## src/rtl/pc_sequencer.sv

```systemverilog
// Program counter and call/return sequencer feeding return_stack.
// Tracks return-stack occupancy so overflow/underflow become visible flags.
module pc_sequencer #(
  parameter logic [15:0] RESET_PC = 16'h0000,
  parameter int          RS_DEPTH = 64
) (
  input  logic        CLK,
  input  logic        reset,
  input  logic        stall,
  input  logic [2:0]  op,
  input  logic [15:0] target,
  input  logic        cond_zero,
  input  logic [15:0] rs_top,
  output logic [15:0] pc,
  output logic [1:0]  rs_op,
  output logic [15:0] rs_w,
  output logic [6:0]  rs_count,
  output logic        overflow,
  output logic        underflow,
  output logic        halted
);

  localparam logic [2:0] OP_NEXT = 3'd0;
  localparam logic [2:0] OP_JUMP = 3'd1;
  localparam logic [2:0] OP_BZ   = 3'd2;
  localparam logic [2:0] OP_CALL = 3'd3;
  localparam logic [2:0] OP_RET  = 3'd4;
  localparam logic [2:0] OP_HALT = 3'd5;

  localparam logic [1:0] RS_HOLD = 2'd0;
  localparam logic [1:0] RS_PUSH = 2'd1;
  localparam logic [1:0] RS_POP  = 2'd3;

  localparam logic [6:0] DEPTH = 7'(RS_DEPTH);

  logic        active;
  logic [15:0] pc_inc;
  logic [15:0] pc_next;
  logic [6:0]  count_next;
  logic        overflow_next;
  logic        underflow_next;
  logic        halted_next;

  assign active = !reset && !stall && !halted;
  assign pc_inc = pc + 16'd1;
  // The return stack sees RESET_PC+1 while it resets, whatever pc held before.
  assign rs_w   = reset ? (RESET_PC + 16'd1) : pc_inc;

  always_comb begin
    pc_next        = pc;
    count_next     = rs_count;
    overflow_next  = overflow;
    underflow_next = underflow;
    halted_next    = halted;
    rs_op          = RS_HOLD;
    if (active) begin
      case (op)
        OP_JUMP: pc_next = target;
        OP_BZ:   pc_next = cond_zero ? target : pc_inc;
        OP_CALL: begin
          rs_op   = RS_PUSH;
          pc_next = target;
          // At full depth return_stack drops its oldest entry; count saturates.
          if (rs_count < DEPTH) count_next = rs_count + 7'd1;
          else overflow_next = 1'b1;
        end
        OP_RET: begin
          rs_op = RS_POP;
          if (rs_count != 7'd0) begin
            count_next = rs_count - 7'd1;
            pc_next    = rs_top;
          end else begin
            underflow_next = 1'b1;
            halted_next    = 1'b1;
          end
        end
        OP_HALT: halted_next = 1'b1;
        default: pc_next = pc_inc;
      endcase
    end
  end

  always_ff @(posedge CLK) begin
    if (reset) begin
      pc        <= RESET_PC;
      rs_count  <= 7'd0;
      overflow  <= 1'b0;
      underflow <= 1'b0;
      halted    <= 1'b0;
    end else begin
      pc        <= pc_next;
      rs_count  <= count_next;
      overflow  <= overflow_next;
      underflow <= underflow_next;
      halted    <= halted_next;
    end
  end

endmodule

```

## config.mk

```make
export PLATFORM = sky130hd
export DESIGN_NAME = pc_sequencer
export DESIGN_NICKNAME = d
export VERILOG_FILES = /design/src/rtl/pc_sequencer.sv
export SDC_FILE = /design/constraint.sdc
export NUM_CORES = 1
export LEC_CHECK = 0
export BUFFER_PORTS_ARGS = -buffer_cell sky130_fd_sc_hd__buf_2
export CORE_MARGIN = 3
export CORE_UTILIZATION = 48
export CTS_CLUSTER_DIAMETER = 150
export CTS_CLUSTER_SIZE = 25
export DETAILED_ROUTE_END_ITERATION = 6
export PLACE_DENSITY = 0.81
export SYNTH_ARGS = -nofsm -noshare
export SYNTH_HDL_FRONTEND = slang
export SYNTH_SLANG_ARGS = --single-unit
export TNS_END_PERCENT = 5
```

## constraint.sdc

```tcl
create_clock -name CLK -period 3.4 [get_ports CLK]
set_clock_uncertainty 0.15 [all_clocks]
set_input_delay 0.51 -clock CLK [delete_from_list [all_inputs] [get_ports CLK]]
set_output_delay 0.51 -clock CLK [all_outputs]
set_load 0.005 [all_outputs]
```

### Word level (Yosys, flattened, before mapping)

Index checks and enable logic that the tools add are counted.

| storage, ports and cells | value |
|---|---|
| flip-flop bits (word level) | 26 |
| bits in latches | 0 |
| bits in writable memories | 0 |
| memory bits (read-only) | 0 |
| bits of input ports | 39 |
| output and inout bits | 44 |
| memories | 0 |

| operators by class | value |
|---|---|
| add/sub/neg operators | 3 |
| multipliers | 0 |
| div/mod/pow operators | 0 |
| $lt $le $gt $ge | 1 |
| equal/unequal tests | 8 |
| shift operators | 0 |
| mux-type cells | 11 |
| bitwise gates (word level) | 3 |
| reductions and logical operators | 14 |

Operators with widths:

| kind | count |
|---|---|
| 16-bit one-hot mux with 4 select lines | 1 |
| 16-bit 2-to-1 mux | 3 |
| 16-bit by 1-bit adder with 16-bit output, second input constant | 1 |
| 7-bit 2-to-1 mux | 2 |
| 7-bit one-hot mux with 2 select lines | 1 |
| 3-bit AND reduction | 4 |
| 7-bit by 1-bit adder with 7-bit output, second input constant | 1 |
| 7-bit < comparator, second input constant | 1 |
| 7-bit nonzero test | 1 |
| 7-bit by 1-bit subtractor with 7-bit output, second input constant | 1 |
| 3-bit by 2-bit equality test with 1-bit output, second input constant | 2 |
| 3-bit equality test, second input constant | 2 |
| 2-bit inequality test, second input constant | 3 |
| 2-bit one-hot mux with 2 select lines | 1 |
| 4-bit AND reduction | 1 |
| 2-bit nonzero test | 2 |
| 3-bit by 1-bit equality test with 1-bit output, second input constant | 1 |
| 1-bit logical NOT | 3 |
| 1-bit inverter | 3 |
| 1-bit logical AND | 2 |
| 2-bit 2-to-1 mux | 1 |
| 1-bit one-hot mux with 2 select lines | 1 |
| 2-bit OR reduction | 1 |
| 1-bit 2-to-1 mux | 1 |

### Longest topological paths before layout

Gate-level depths: netlist of the first run.

| depth | value |
|---|---|
| depth after elaboration | 4 |
| depth in mapped cells | 10 |

### Least setup slack after synthesis of the first run

OpenSTA, ideal clock, no wires.

| path | value |
|---|---|
| kind | input-to-reg |
| start point | in op[0] |
| end point | reg rs_count[6] |
| data arrival time | 2.673 ns |
| data required time | 3.178 ns |
| setup slack | 0.505 ns |
| cell stages on the path | 10 |
| cell sequence | or3b_2 inv_1 buf_4 buf_2 ha_1 a211oi_1 o21bai_1 a211o_1 o311ai_0 mux2i_1 |

| on the way | value |
|---|---|
| cells in the longest elaborated chain, start to end | 3 |
| elaborated cells between the ends (all ways) | 7 |

Ends and longest elaborated chain:

| element | line | source |
|---|---|---|
| start: declaration | 10 | `input logic [2:0] op,` |
| 3-bit by 2-bit equality test with 1-bit output / 3-bit equality test (equally long branches) | 57 | `case (op)` |
| 2-bit inequality test (no line) / 2-bit nonzero test (equally long branches) | -- |  |
| 4-bit AND reduction (no line) | -- |  |
| end signal: assignment | 92 | `rs_count <= count_next;` |
| end: declaration | 17 | `output logic [6:0] rs_count,` |

Parallel ways exist; a longest one is shown, timed or not.
A chain may end at the register's enable or synchronous reset.

### Worst setup path in the final report of the first run

| path | value |
|---|---|
| start point | reg pc[2] |
| end point | out rs_w[15] |

| on the way | value |
|---|---|
| cells in the longest elaborated chain, start to end | 2 |

Ends and longest elaborated chain:

| element | line | source |
|---|---|---|
| start: declaration | 14 | `output logic [15:0] pc,` |
| start signal: assignment | 91 | `pc <= pc_next;` |
| 16-bit by 1-bit adder with 16-bit output | 45 | `assign pc_inc = pc + 16'd1;` |
| 16-bit 2-to-1 mux | 47 | `assign rs_w = reset ? (RESET_PC + 16'd1) : pc_inc;` |
| end: declaration | 16 | `output logic [15:0] rs_w,` |

Every way passes these cells.

==> results.cfg, run 1 <==
[floorplanning]
initial_core_util_pct = 51.2
die_y_um = 69.2
rows = 22
die_area_um2 = 4780
io_pins = 83
die_w_um = 69.2
core_area_um2 = 3740

[cts]
numCtsBuffers = 3
cts-resized-gates = 0
h-tree-depth = 1
cts_setup_buffers = 0
hold_buffers = 0
clk_pin_slew_ns = 0.09
cts_sinks = 26
clk_latency_ns = 0.27
clk_path_buf_depth = 2
clockRootBuffer = clkbuf_8
cts_tree = done

[place]
gp_congestion = 0.858
place_ws_ns = 0.426
portBuffers = 82
place_hpwl_um = 4080

[grt]
grt_util_met2_pct = 37.9
met3_usage_pct = 4.35
gr-total-overflow = 0
grt_pass1_vias = 2044
grt_first_pass_wirelength_um = 9350
grt_max_degree = 25
top_usage_layer = met2
grt_antenna_before_repair = 0
grt_usage_pct = 22.8
use_met1_pct = 30.0

[synth]
synthXorXnorAreaFrac_pct = 7.77
seq_area_frac_synth_pct = 27.2
syn_area_um2 = 1920
synth_cell_types = 47
synth-compound-area-share_pct = 26.5
avgSynthCellArea_um2 = 7.76
synth_adder_area_share_pct = 5.62
synth_top_family_by_area = compound AO/OA/AOI/OAI gates
synthSimpleGateAreaFrac_pct = 24.6
muxShareOfSynthArea_pct = 3.14
yosysWarningCount = 0
ys_ff_latch = 26
synth_flop_cell = dfxtp_1
synthCells = 247
synth_edf_count = 0
syn-num-nets = 294
async_reset_ff_share_pct = 0

[final_layout]
syn_to_final_growth_pct = 27.2
nFillCells = 342
num-nets-final = 374
antenna_cells = 0
layout-drive-gt1-share_pct = 30.1

[detailed_routing]
routed_wl_um = 5430
firstDrtPassIters = 4
viasPerCell = 5.71
drc = 0
wl_per_cell_um = 14.5
num_vias = 2135
initialDrtViolationCount = 136
ant_nets = 0

[pwr]
vdd_drop_max_v = 0.000199
p_switching_uw = 206
power_density_nw_per_um2 = 310
power.share.clock_pct = 34.5
combinationalPowerShare_pct = 20.7
switching_share_pct = 27.3
power.leakage_nw = 1.09
total_power_uw = 755
p_int_uw = 549
pwr-share-seq_pct = 44.8

[sta]
fin_crit_sh_pct = 83.4
rsz0062_at_grt = false
maxSlewViolCount = 0
max_slew_margin_pct = 60.2
hold_viol = 0
tns_ns = 0
clock.fmax_ghz = 0.352
worst_pin_slew_ns = 0.592
setup_ws_ns = 0.563
fin_crit_ns = 2.84
setup_viol = 0

[run_status]
status = finished clean

[setup_path]
crit_start = pc[2]
worstPathRequired_ns = 2.74
endpoint_kind = output pin
startpoint_type = register
worstPathMaxFanout = 10
r2r-start = rs_count[1]
worstPathArrival_ns = 2.18
crit_type = reg2out

[min_path]
hold_class = reg2reg
worstHoldStart = underflow

[run]
maxCapViolCount = 0
-- worst paths after layout --
| kind | to | slack, ns | cells past startpoint |
|---|---|---|---|
| min | underflow | 0.30 | 2 |
| max | rs_w[15] | 0.56 | 6 |
| max reg2reg | pc[13] | 1.15 | 6 |
| min reg2reg | underflow | 0.30 | 2 |
-- critical path, cell delays in order, from the launching register on --
cell and delay, ns:
dfxtp_1 0.48, nand3_4 0.17, or3_1 0.50, or3_4 0.42, xnor2_1 0.14, nor2_1 0.05
buf_2 0.14
-- per-stage QoR --
step	instances	instance area (um2)	hold WS, ns	util [%]
after floorplan	247	1920	0.292	-
after global placement	370	2360	0.286	63.2
after detailed placement	370	2360	0.288	63.2
after CTS	374	2440	0.302	65.1
after global routing	374	2440	0.326	65.1
final	374	2440	0.300	65.1
-- logic make-up (layout without fill, tap and decap cells) --
logic type      after synthesis  count (layout)
simple gates                 96              96
buf+inv                      22             101
xor+xnor                     17              17
compound gates               72              72
flops                        26              26
fa+ha+maj                     8               8
mux                           6               6
-- sequential cells by signal (all words and copies together), names as in the netlist --
register	flops
halted	1
overflow	1
pc	16
rs_count	7
underflow	1
-- power groups by stage --
stage	clock network (mW)	registers, mW	logic, mW
6_report	0.260	0.338	0.156
5_1_grt	0.275	0.341	0.175
2_1_floorplan	0	0.343	0.0903
3_3_place_gp	0	0.345	0.153
3_5_place_dp	0	0.345	0.156
4_1_cts	0.264	0.338	0.157
-- per-layer routing --
layer	routed length [um]	part of all wire (%)	vias to the layer above
met3	355	6.5	8
met2	2530	47	86
met1	2480	46	970
li1	-	-	1071
met5	0	0	-
met4	62	1.1	0
-- synth_stat cells (2+ instances only) --
library cell	count	share of area [%]
dfxtp_1	26	27
o21bai_1	2	0.78
xnor2_1	14	6.4
o21ai_0	13	3.4
a211oi_1	5	2.0
o211ai_1	2	0.78
clkbuf_1	5	0.98
a22o_1	3	1.4
nand2_1	11	2.2
or3_1	3	0.98
a21o_1	2	0.78
nand4_1	4	1.3
a21oi_1	17	4.4
nor2_1	44	8.6
inv_1	9	1.8
o31a_1	3	1.4
a221oi_1	6	2.7
mux2i_1	6	3.1
a22oi_1	4	1.6
o32ai_1	5	2.3
nor2b_1	2	0.65
nor3_1	8	2.1
nor4_1	5	1.6
nand2b_1	4	1.3
xor2_1	3	1.4
buf_2	5	1.3
and3_1	3	0.98
buf_4	3	1.2
nand3_1	5	1.3
a221o_1	2	1.0
ha_1	7	4.6
-- cell usage in the layout (no fill, tap or decap), drive strengths merged, types with 3 or more instances in the layout --
| cell type | netlist | final |
|---|---|---|
| inv | 9 | 9 |
| mux2i | 6 | 6 |
| clkbuf | 5 | 3 |
| a221oi | 6 | 6 |
| nor4 | 5 | 5 |
| a22o | 3 | 3 |
| nor3 | 8 | 8 |
| o21ai | 13 | 13 |
| xnor2 | 14 | 14 |
| nor2 | 44 | 44 |
| o31a | 3 | 3 |
| nand4 | 4 | 4 |
| a22oi | 4 | 4 |
| o32ai | 5 | 5 |
| xor2 | 3 | 3 |
| nand3 | 6 | 6 |
| and3 | 3 | 3 |
| nand2b | 4 | 4 |
| a21oi | 17 | 17 |
| nand2 | 11 | 11 |
| dfxtp | 26 | 26 |
| ha | 7 | 7 |
| a211oi | 5 | 5 |
| or3 | 4 | 4 |
| buf | 8 | 88 |
-- cell type report --
class / count / area [um2] / area share [%]
Multi-Input combinational cell: 199 / 1290 / 53.2
Inverter: 9 / 33.8 / 1.39
Clock buffer: 3 / 41.3 / 1.69
Timing Repair Buffer: 88 / 455 / 18.7
Tap cell: 48 / 60.1 / 2.47
Sequential cell: 26 / 520 / 21.4
Clock inverter: 1 / 30.0 / 1.23
(Power assumes the default switching activity.)
==> inputs of run 2 (changes only) <==
Settings changed: CORE_UTILIZATION 48 to 43, PLACE_DENSITY 0.81 to 0.76.
Clock period 3.4 ns to 2.4 ns, I/O delays scaled along.
==> results.cfg, run 2 (synthesized netlist as in run 1, its figures left out) <==
[min_path]
whs_path_depth = 3
hold_class = in2reg

[setup_path]
worstPathMaxFanout = 3
worstPathRequired_ns = 1.89
crit_type = reg2out
worstPathArrival_ns = 1.86
endpoint_kind = output pin
startpoint_type = register
r2r_cells = 6

[sta]
tns_ns = 0
rsz0062_at_grt = true
worst_pin_slew_ns = 0.859
hold_viol = 0
fin_crit_ns = 2.37
fin_crit_sh_pct = 98.7
setup_viol = 0
max_slew_margin_pct = 42.5
maxSlewViolCount = 0
setup_ws_ns = 0.0320
clock.fmax_ghz = 0.422

[grt]
grt_antenna_before_repair = 0
grt_pass1_vias = 2110
grt_first_pass_wirelength_um = 9690
grt_max_degree = 40
gr-total-overflow = 0
grt_usage_pct = 22.8

[place]
gp_congestion = 0.906
portBuffers = 82
place_hpwl_um = 4560
place_ws_ns = 0.00468

[final_layout]
largest_reg_flops = 16
num-nets-final = 398
postLayoutCoreUtil_pct = 65.0
syn_to_final_growth_pct = 40.6
final_common_cell = buf_2
layout_common_cells = buf_2 (82), nor2_1 (44), buf_4 (29)
regMostFlops = pc
biggestRegsByFlops = pc x16, rs_count x7
layout-drive-gt1-share_pct = 40.3
antenna_cells = 0

[detailed_routing]
ant_nets = 0
initialDrtViolationCount = 178
num_vias = 2282
viasPerCell = 5.71
firstDrtPassIters = 6
drc = 0
routed_wl_um = 5940
wl_per_cell_um = 14.9

[pwr]
power.leakage_nw = 1.22
vdd_drop_max_v = 0.000457
total_power_mw = 1.11
power_density_nw_per_um2 = 413

[cts]
clk_latency_ns = 0.28
cts_sinks = 26
h-tree-depth = 1
numCtsBuffers = 3
cts_tree = done
clk_pin_slew_ns = 0.10
clockRootBuffer = clkbuf_8
clk_path_buf_depth = 2

[floorplanning]
io_pins = 83
rows = 23
die_w_um = 72.7
initial_core_util_pct = 46.2
die_y_um = 72.7
core_area_um2 = 4140
die_area_um2 = 5290

[run_status]
status = finished clean

[run]
maxCapViolCount = 0
## run 2: metrics by stage
stage / std cells / hold WS, ns / instance area [um2]
floorplan: 247 / 0.292 / 1950
global placement: 395 / 0.300 / 2570
detailed placement: 395 / 0.300 / 2570
CTS: 399 / 0.214 / 2660
global route: 400 / 0.236 / 2690
finish: 400 / 0.215 / 2690
## run 2: final timing paths
check / to / startpoint / slack [ns]
hold / removal: pc[5] / target[5] / 0.22
hold reg to reg: underflow / underflow / 0.31
setup reg to reg: pc[15] / rs_count[1] / 0.24
setup / recovery: rs_w[15] / pc[6] / 0.03
## run 2: power by group
| group | internal, mW | switching (mW) |
|---|---|---|
| clock network | 0.224 | 0.153 |
| logic | 0.130 | 0.135 |
| registers | 0.452 | 0.0211 |
## run 2: metal layers
metal	global-route usage (%)	wire (um)	up-vias	share of wire, %
met4	5.33	61	0	1.0
met1	30.3	2650	1069	45
met5	0	0	-	0
met2	38.0	2800	85	47
li1	-	-	1122	-
met3	4.27	439	6	7.4
## run 2: layout make-up
class	count	area, um2
multi-input cells	199	1350
well taps	50	62.6
repair buffers	112	648
flip-flops and latches	26	532
fillers	385	1450
inverters	9	33.8
clock inverters	1	30.0
clock buffers	3	41.3
## run 2: what timing repair did
action | in CTS | in global routing
buffers inserted | 0 | 1
hold buffers | 0 | 0
hold endpoints to repair | 0 | 0
pin swaps | 1 | 2
endpoints found under the setup margin | 2 | 5
resized for setup | 5 | 11
## run 2: critical path, stage by stage (launching register included)
cell and delay [ns]:
dfxtp_2 0.35, nand2_2 0.07, or3_4 0.40, or3_4 0.41
xnor2_2 0.14, nor2_1 0.08, buf_2 0.12
==> inputs of run 3 (changes only) <==
Settings changed: ABC_AREA set to 1, CORE_UTILIZATION 43 to 45, PLACE_DENSITY 0.76 to 0.77.
==> results.cfg, run 3 <==
[synth]
syn_area_um2 = 2180
netlist_top_cells_count = nand2_1 (133), nor2_1 (51), inv_1 (43)
muxShareOfSynthArea_pct = 0
syn-num-nets = 414
synthXorXnorAreaFrac_pct = 4.02
synth_area_leaders = dfxtp_1 (24%), nand2_1 (23%), nor2_1 (8.8%), inv_1 (7.4%), a21oi_2 (5.6%)
synth.most_common_cell = nand2_1
synthCells = 367
synth-compound-area-share_pct = 13.9
synth_top_family_by_area = simple AND/OR/NAND/NOR gates
synth_cell_types = 30
post-synth-top-area-cell = dfxtp_1
synth_flop_cell = dfxtp_1
ys_ff_latch = 26
seq_area_frac_synth_pct = 23.9
synth_edf_count = 0
synthSimpleGateAreaFrac_pct = 42.0
async_reset_ff_share_pct = 0
yosysWarningCount = 0
avgSynthCellArea_um2 = 5.94
synth_top_area_share_pct = 23.9
synth_adder_area_share_pct = 4.94

[cts]
clockRootBuffer = clkbuf_8
cts_setup_buffers = 0
cts_tree = done
h-tree-depth = 1
cts-resized-gates = 0
hold_buffers = 0
clk_path_buf_depth = 2
cts_sinks = 26
numCtsBuffers = 3
clk_latency_ns = 0.28
clk_pin_slew_ns = 0.10

[setup_path]
crit_type = reg2out
endpoint_kind = output pin
startpoint_type = register
crit_path_top_delay_cell = dfxtp_2
cpMostUsedCell = nor2_1
slowest_delay_ns = 0.39
crit_chain = ha_1, nand3_1, nor2_1, nand2_1, xor2_1, inv_1, nor2_1, buf_2
cp_num_buf_inv = 2
worstPathRequired_ns = 1.89
worstPathArrival_ns = 1.69
worstPathMaxFanout = 6
cp_top_family = simple AND/OR/NAND/NOR gates

[sta]
fin_crit_ns = 2.20
maxSlewViolCount = 0
worst_pin_slew_ns = 0.478
max_slew_margin_pct = 68.1
rsz0062_at_grt = false
setup_viol = 0
hold_viol = 0
tns_ns = 0
fin_crit_sh_pct = 91.9
clock.fmax_ghz = 0.454

[floorplanning]
core_area_um2 = 4500
die_y_um = 75.6
rows = 24
io_pins = 83
die_w_um = 75.6
die_area_um2 = 5710
initial_core_util_pct = 48.4

[run_status]
status = finished clean

[pwr]
vdd_drop_max_v = 0.000238
power.share.clock_pct = 27.0
combinationalPowerShare_pct = 27.8
p_int_uw = 735
switching_share_pct = 33.2
pwr-share-seq_pct = 45.2
power_density_nw_per_um2 = 407
power.leakage_nw = 1.51
p_switching_uw = 364

[final_layout]
antenna_cells = 0
stdcell_count = 501
num-nets-final = 497
layout-drive-gt1-share_pct = 27.2
postLayoutCoreUtil_pct = 59.9
regMostFlops = pc
final_common_cell = nand2_1
biggestRegsByFlops = pc x16, rs_count x7
syn_to_final_growth_pct = 23.8
stdcell_area_um2 = 2700
largest_reg_flops = 16
layout_common_cells = nand2_1 (133), buf_2 (82), nor2_1 (50)
nFillCells = 445

[run]
maxCapViolCount = 0

[place]
portBuffers = 82
dp.cells = 497
place_hpwl_um = 4660
dpl-instance-area_um2 = 2630
gp_congestion = 0.886

[grt]
grt_max_degree = 24
gr-total-overflow = 0
grt_first_pass_wirelength_um = 10000
grt_pass1_vias = 2237
grt_antenna_before_repair = 0
grt_usage_pct = 22.1

[detailed_routing]
wl_per_cell_um = 11.9
firstDrtPassIters = 5
routed_wl_um = 5980
drc = 0
ant_nets = 0
num_vias = 2503
initialDrtViolationCount = 164
viasPerCell = 5.00

[min_path]
hold_class = in2reg
==> run 3: power by group through the flow <==
stage          clock network, mW  registers [mW]  logic, mW
6_report                   0.297           0.497      0.305
3_5_place_dp                   0           0.505      0.306
5_1_grt                    0.320           0.502      0.351
3_3_place_gp                   0           0.505      0.302
4_1_cts                    0.309           0.496      0.307
2_1_floorplan                  0           0.500      0.197
==> run 3: layout make-up <==
type	count	area [um2]	area share, %
clock buffer	4	55.1	2.04
multi-input combinational	284	1420	52.7
sequential	26	523	19.4
tap	52	65.1	2.41
timing repair buffer	88	455	16.9
inverter	47	178	6.59
==> run 3: worst paths after layout <==
path         cells after the start  slack, ns         from        end
max                              8       0.20        pc[1]   rs_w[10]
min                              3       0.22    target[1]      pc[1]
max reg2reg                      7       0.67  rs_count[0]     pc[14]
min reg2reg                      2       0.31    underflow  underflow
==> run 3: routing by layer <==
layer | vias to the layer above | part of all wire, % | global-route usage (%)
li1 | 1307 | - | -
met1 | 1112 | 46 | 31.0
met2 | 82 | 46 | 35.6
met3 | 2 | 7.6 | 4.62
met4 | 0 | 0.23 | 4.08
met5 | - | 0 | 0
==> run 3: metrics by stage <==
stage                     setup WS (ns)  hold slack [ns]  total power, mW
final                             0.195            0.223             1.10
after CTS                        0.0876            0.221             1.11
after floorplan                   0.402            0.298            0.697
after detailed placement          0.232            0.286            0.812
after global routing             0.0123            0.257             1.17
after global placement            0.297            0.290            0.807
==> run 3: worst reg2reg max path, stage by stage (launching register included) <==
cell and delay, ns:
dfxtp_1 0.49, nor2_1 0.08, nand2_1 0.08, nand3b_4 0.15, nand2_2 0.16, buf_4 0.23
nor2_1 0.21, a21oi_2 0.08
==> run 3: kinds of logic (layout without fill, tap and decap cells) <==
kind of cell               Yosys count  after routing
buffers and inverters               57            139
AOI/OAI and AO/OA                   46             46
and+or+nand+nor                    220            220
xor gates and xnor gates            10             10
adders and majority gates            8              8
DFF                                 26             26
